[src/rtl/div_nbits_seq.sv]
// rtl/div_nbits_seq.sv - multi-cycle unsigned restoring divider sharing one sub_nbits subtractor
// Optional divide-by-zero short-circuit is enabled by defining DIV_ZERO_CHK_EN.

module sub_nbits #(
  parameter int width = 9
) (
  input  logic [width-1:0] a_i,
  input  logic [width-1:0] b_i,
  output logic [width-1:0] s_o,
  output logic             cout_o
);

  // The extra top bit of the widened difference is the borrow (set when a < b).
  assign {cout_o, s_o} = {1'b0, a_i} - {1'b0, b_i};

endmodule

module div_nbits_seq #(
  parameter int width = 8
) (
  input  logic             clk_i,
  input  logic             rst_ni,
  input  logic             start_i,
  input  logic [width-1:0] dividend_i,
  input  logic [width-1:0] divisor_i,
  output logic             ready_o,
  output logic             done_o,
  output logic [width-1:0] quotient_o,
  output logic [width-1:0] remainder_o,
  output logic             err_o
);

  localparam int cnt_w = $clog2(width + 1);

  localparam logic [1:0] st_idle = 2'd0;
  localparam logic [1:0] st_run  = 2'd1;
  localparam logic [1:0] st_done = 2'd2;

  logic [1:0]       state;
  logic [width-1:0] rem_q;
  logic [width-1:0] quo_q;
  logic [width-1:0] div_q;
  logic [cnt_w-1:0] cnt;

  logic [width:0]   diff;
  logic             borrow;
  logic             unused_diff_msb;

  sub_nbits #(
    .width (width + 1)
  ) u_sub (
    .a_i    ({rem_q, quo_q[width-1]}),
    .b_i    ({1'b0, div_q}),
    .s_o    (diff),
    .cout_o (borrow)
  );

  // R < D holds after each step, so a successful trial never needs the top bit.
  assign unused_diff_msb = diff[width];

  always_ff @(posedge clk_i or negedge rst_ni) begin
    if (!rst_ni) begin
      state <= st_idle;
      rem_q <= '0;
      quo_q <= '0;
      div_q <= '0;
      cnt   <= '0;
    end else begin
      case (state)
        st_idle: begin
          if (start_i) begin
            rem_q <= '0;
            quo_q <= dividend_i;
            div_q <= divisor_i;
            cnt   <= cnt_w'(width);
            state <= st_run;
`ifdef DIV_ZERO_CHK_EN
            if (divisor_i == '0) begin
              rem_q <= dividend_i;
              quo_q <= '1;
              state <= st_done;
            end
`endif
          end
        end
        st_run: begin
          if (!borrow) begin
            rem_q <= diff[width-1:0];
            quo_q <= {quo_q[width-2:0], 1'b1};
          end else begin
            rem_q <= {rem_q[width-2:0], quo_q[width-1]};
            quo_q <= {quo_q[width-2:0], 1'b0};
          end
          cnt <= cnt - cnt_w'(1);
          if (cnt == cnt_w'(1)) begin
            state <= st_done;
          end
        end
        st_done: begin
          state <= st_idle;
        end
        default: begin
          state <= st_idle;
        end
      endcase
    end
  end

`ifdef DIV_ZERO_CHK_EN
  logic err_q;

  always_ff @(posedge clk_i or negedge rst_ni) begin
    if (!rst_ni) begin
      err_q <= 1'b0;
    end else if (state == st_idle && start_i) begin
      err_q <= (divisor_i == '0);
    end
  end

  assign err_o = err_q;
`else
  assign err_o = 1'b0;
`endif

  assign ready_o     = (state == st_idle);
  assign done_o      = (state == st_done);
  assign quotient_o  = quo_q;
  assign remainder_o = rem_q;

endmodule

[config.mk]
export PLATFORM = sky130hd
export DESIGN_NAME = div_nbits_seq
export DESIGN_NICKNAME = d
export VERILOG_FILES = /design/src/rtl/div_nbits_seq.sv
export SDC_FILE = /design/constraint.sdc
export NUM_CORES = 1
export LEC_CHECK = 0
export ABC_AREA = 0
export CAP_MARGIN = 20
export CELL_PAD_IN_SITES_DETAIL_PLACEMENT = 1
export CELL_PAD_IN_SITES_GLOBAL_PLACEMENT = 2
export CORE_UTILIZATION = 25
export DETAILED_ROUTE_END_ITERATION = 8
export PLACE_DENSITY_LB_ADDON = 0.1
export SYNTH_ARGS = -nofsm -noshare
export SYNTH_HDL_FRONTEND = slang
export SYNTH_SLANG_ARGS = --single-unit
[constraint.sdc]
create_clock -name clk_i -period 2.4 [get_ports clk_i]
set_input_delay 0.36 -clock clk_i [delete_from_list [all_inputs] [get_ports clk_i]]
set_output_delay 0.36 -clock clk_i [all_outputs]
set_load 0.1 [all_outputs]
Word level (Yosys, flattened, before mapping)
Cells that the tools add are included.
{"block": "word_totals", "input_bits": 19, "wordCells": 28, "register_bits": 30}
{"block": "classes", "n_eq_ne": 5, "n_mux": 11, "addsub": 2, "n_reduce_logical": 5}
{"cell": "one-hot mux 8 bit (2 select lines)", "n": 2}
{"cell": "2-to-1 mux 8 bit", "n": 3}
{"cell": "subtractor 9 x 8 -> 10 bit", "n": 1}
{"cell": "one-hot mux 4 bit (2 select lines)", "n": 1}
{"cell": "AND reduction 2 bit", "n": 3}
{"cell": "equality test 4 x 1 -> 1 bit, second input constant", "n": 1}
{"cell": "2-to-1 mux 2 bit", "n": 2}
{"cell": "2-to-1 mux 4 bit", "n": 1}
{"cell": "inequality test 2 bit, second input constant", "n": 2}
{"cell": "one-hot mux 2 bit (2 select lines)", "n": 1}
{"cell": "subtractor 4 x 1 -> 4 bit, second input constant", "n": 1}
{"cell": "equality test 2 x 1 -> 1 bit, second input constant", "n": 1}
{"cell": "equality test 2 bit, second input constant", "n": 1}
{"cell": "zero test 2 bit", "n": 1}
{"cell": "nonzero test 2 bit", "n": 1}
{"cell": "2-to-1 mux 1 bit", "n": 1}

Longest topological paths before layout
{"block": "logic_depth", "depth_word": 3, "depth_mapped": 9, "depth_no_buf": 8}

Hierarchy
Synthesis repeated with hierarchy kept, for this count alone.
{"block": "hier_totals", "cells_unflattened": 167, "area_unflattened_um2": 1700.4}
{"module": "div_nbits_seq", "n_inst": 1, "cells_each": 117, "area_each_um2": 1331.3, "seq_area_each_um2": 750.7}
{"module": "sub_nbits", "n_inst": 1, "cells_each": 50, "area_each_um2": 369.1, "seq_area_each_um2": 0.0}

Worst setup path after synthesis
No wires, ideal clock.
{"block": "synth_timing", "kind": "register to register", "startpoint": "register state[0]", "endpoint": "register quo_q[0], in the netlist quotient_o[0]", "slack_ps": -364, "t_required_ps": 2273, "arrival_time_ps": 2637, "path_stages_with_launch": 6, "period_less_slack_ps": 2764, "cell_sequence": "dfrtp_1 -> nor2_1 -> and2_1 -> clkbuf_1 -> nor2_1 -> a221o_1"}
{"block": "synth_via", "elab_chain_cells": 3}
{"element": "start: declaration", "line_no": "39", "source": "logic [1:0] state;"}
{"element": "start signal: assignment", "line_no": "63", "source": "state <= st_idle;"}
{"element": "start signal: assignment", "line_no": "76", "source": "state <= st_run;"}
{"element": "start signal: assignment", "line_no": "96", "source": "state <= st_done;"}
{"element": "zero test 2 bit (*)"}
{"element": "net ready_o", "line_no": "26", "source": "output logic ready_o,"}
{"element": "inequality test 2 bit (no source line) or nonzero test 2 bit (tied branches)"}
{"element": "AND reduction 2 bit (no source line)"}
{"element": "end signal: assignment", "line_no": "73", "source": "quo_q <= dividend_i;"}
{"element": "end signal: assignment", "line_no": "89", "source": "quo_q <= {quo_q[width-2:0], 1'b1};"}
{"element": "end signal: assignment", "line_no": "92", "source": "quo_q <= {quo_q[width-2:0], 1'b0};"}
{"element": "end: declaration", "line_no": "41", "source": "logic [width-1:0] quo_q;"}
Mark *: on every way through the listed nets, which the timed path passes. The rest lies on a longest branch.
A chain may end at the register's enable or synchronous reset.

Worst setup path in the final report
{"block": "layout_timing", "startpoint": "register rem_q[0], in the netlist remainder_o[0]", "endpoint": "register rem_q[0], in the netlist remainder_o[0]"}
{"block": "layout_via", "elab_chain_cells": 3}
{"element": "start: declaration", "line_no": "40", "source": "logic [width-1:0] rem_q;"}
{"element": "start signal: assignment", "line_no": "88", "source": "rem_q <= diff[width-1:0];"}
{"element": "start signal: assignment", "line_no": "91", "source": "rem_q <= {rem_q[width-2:0], quo_q[width-1]};"}
{"element": "subtractor 9 x 8 -> 10 bit", "line_no": "14", "source": "assign {cout_o, s_o} = {1'b0, a_i} - {1'b0, b_i};"}
{"element": "2-to-1 mux 8 bit", "line_no": "87", "source": "if (!borrow) begin"}
{"element": "one-hot mux 8 bit (2 select lines)", "line_no": "69", "source": "case (state)"}
Every way passes these cells.

==> results.md <==
* Result of the run: finished, final reports clean
* Port Buffers at 36
* CP max stage delay at 430 ps
* Fillers at 798
* Total number of vias at 1,473
* Layout area overhead at 28.78%
* Starting density of the core at 25.87%
* Util after Layout at 33.31%
* CTS tree: done
* Final Skew at 6.288 ps
* Clk_lat worst skew at 280 ps
* Class of the most critical setup path: reg2reg
* Syn Std Cell Area at 0.001748 sq mm
* Layout net count at 259
* Crit end category: flop
* Share of layout cells above drive strength 1 at 21.74%
* Syn. warnings at 0
* Routed len/inst at 15.35 microns
* Clk sinks at 30
* Mapped Nets at 221
* Remaining Overflow, GRT at 0
* Crit path max fanout at 9
* Multi-input gate area at 903.4 sq um
* Commonest cells after routing, fill and taps aside: 33 x nand2_1, 23 x buf_4, 22 x dfrtp_1
* Crit path cell chain: ha_1 -> or2b_2 -> a2111oi_2 -> or2_4 -> mux2_4 -> o21ai_1
* Synth cell types at 41
* Final Routed Wirelength at 4757 microns
* CTS root buf: clkbuf_8
* Critical path's slowest cell: dfrtp_2
* Global placer's final weighted congestion at 0.8387
* Actual slew at the worst max-slew pin at 677.2 ps
* Die Span X at 85.62 microns
* Synthesized flop and latch total at 30
* Tcrit/Tclk final at 92.74%
* Commonest non-fill, non-tap cell in the layout: nand2_1
* Gate Count Post-Synth at 191
* H-tree depth at 2
* Core Box Area at 0.006756 sq mm
* Min Clock Period, post-route at 2226 ps
* Max Cap Viol at 0
* Sequential cell area fraction in the yosys report at 42.95%
* Critical Path RT at 2600 ps
* Drt drc at 0
* Vias in the first global route at 1,641
* Synth async-reset ratio at 100.0%
* Antenna viol nets, final at 0
* Final Setup Violations at 0
* Cell Rows at 30
* Dpl cells at 302
* Global-route wire length before repair at 8045 microns
* Max Slew Vio Count at 0
* RSZ-0062 raised after global routing: false
* EDFF count, synth at 0
* Slew Limit Headroom at 54.85%
* Synth Flop Type: dfrtp_1
* Setup TNS at 0 ps
* CP startpoint kind: flop
* Initial antenna violation count at 0
* Hold_ws at 461.4 ps
* CTS Hold Bufs at 0
* Largest net degree at the start of global routing at 31
* Clock slew at reported path FFs at 70 ps
* TritonRoute pass-1 iters at 4
* Mean post-synth cell area at 9.151 sq um
* Highest clock rate at 449.3 MHz
* I/O pin total at 38
* Final number of hold-violating endpoints at 0
* HPWL Detailed at 3552 microns
* Die Ht at 85.62 microns
* DR iter-0 viols at 34
* Number of inserted diodes at 0
* DR vias/cell at 4.752
* GRT Util Overall at 14.27%
* Max clock buf depth at 2
* Worst hold path type: in2async
* Flip-flop and latch area at 763.2 sq um
* Non-filler cells, final at 310
* TritonCTS Buffers at 5
* DIE AREA at 0.007330 sq mm
* CP arrival at 2420 ps
-- path summary, 6_finish.rpt --
path	endpoint	cells after the start	startpoint	slack (ps)
worst min-delay path	cnt[1]	2	rst_ni	460
worst max-delay path	remainder_o[0]	6	remainder_o[0]	170
min in group clk_i	div_q[0]	2	div_q[0]	500
max in group asynchronous	remainder_o[6]	2	rst_ni	1610
worst max register to register	remainder_o[0]	6	remainder_o[0]	170
worst min register to register	div_q[0]	2	div_q[0]	500
-- sequential cells by signal, indices dropped and copies added, names as in the netlist --
signal,count
state,2
cnt,4
quotient_o,8
remainder_o,8
div_q,8
-- area by class of cell --
type	count	area share [%]
Clock buffer	6	3.224
Multi-Input combinational cell	138	40.13
Inverter	13	2.168
Clock inverter	2	0.4447
Tap cell	80	4.447
Sequential cell	30	33.91
Timing Repair Buffer	41	15.68
-- critical path: cells and delay by family, from the launching register on --
family / cells / cell delay [ps]
AND/OR/NAND/NOR: 2 / 620
flip-flops: 1 / 430
multiplexers: 1 / 310
adder cells (fa/ha/maj): 1 / 270
AO/OA/AOI/OAI: 2 / 510
-- what timing repair did --
item | 4_1_cts | 5_1_grt
setup buffers | 0 | 0
setup endpoints to repair | 0 | 7
gates resized for setup | 0 | 1
-- cell families after synthesis --
group                    synth area share [%]
AND/OR/NAND/NOR                         18.54
AO/OA/AOI/OAI                           18.90
flip-flops                              42.95
buffers and inverters                   5.655
adder cells (fa/ha/maj)                 8.304
multiplexers                            3.436
XOR/XNOR                                2.005
other                                  0.2145
-- metal layers --
layer	GRT usage, %	wire, microns	vias up
met5	0	0	-
met4	5.455	68	0
met3	3.176	140	6
met2	24.00	2327	20
met1	17.86	2221	715
li1	-	-	732
-- per-stage QoR --
step	setup WS (ps)	area, sq um
floorplan	33.78	1763
global placement	135.5	2166
detailed placement	38.01	2166
CTS	11.55	2248
global route	30.04	2251
finish	174.2	2251
-- synth_stat cells, types with 2 or more instances --
cell type / number / area (sq um)
a21o_1: 2 / 15.01
a21oi_1: 6 / 30.03
ha_1: 10 / 125.1
mux2_4: 2 / 30.03
o21ai_1: 3 / 15.01
nor3_1: 4 / 20.02
nand2b_1: 2 / 12.51
clkbuf_1: 7 / 26.28
mux2i_1: 3 / 30.03
a22oi_1: 6 / 45.04
o21ai_0: 19 / 95.09
inv_1: 13 / 48.80
nor3b_1: 2 / 15.01
xor2_1: 3 / 26.28
nand3_1: 10 / 50.05
dfrtp_1: 30 / 750.7
a21oi_4: 2 / 32.53
nor2b_1: 3 / 18.77
and2_1: 2 / 12.51
nand2_1: 33 / 123.9
nor2_1: 7 / 26.28
a221o_1: 2 / 20.02
a211oi_1: 2 / 15.01
Power is left out: the tool's default activity adds up to more than one toggle a clock period on the data nets, which glitch-free logic cannot reach.
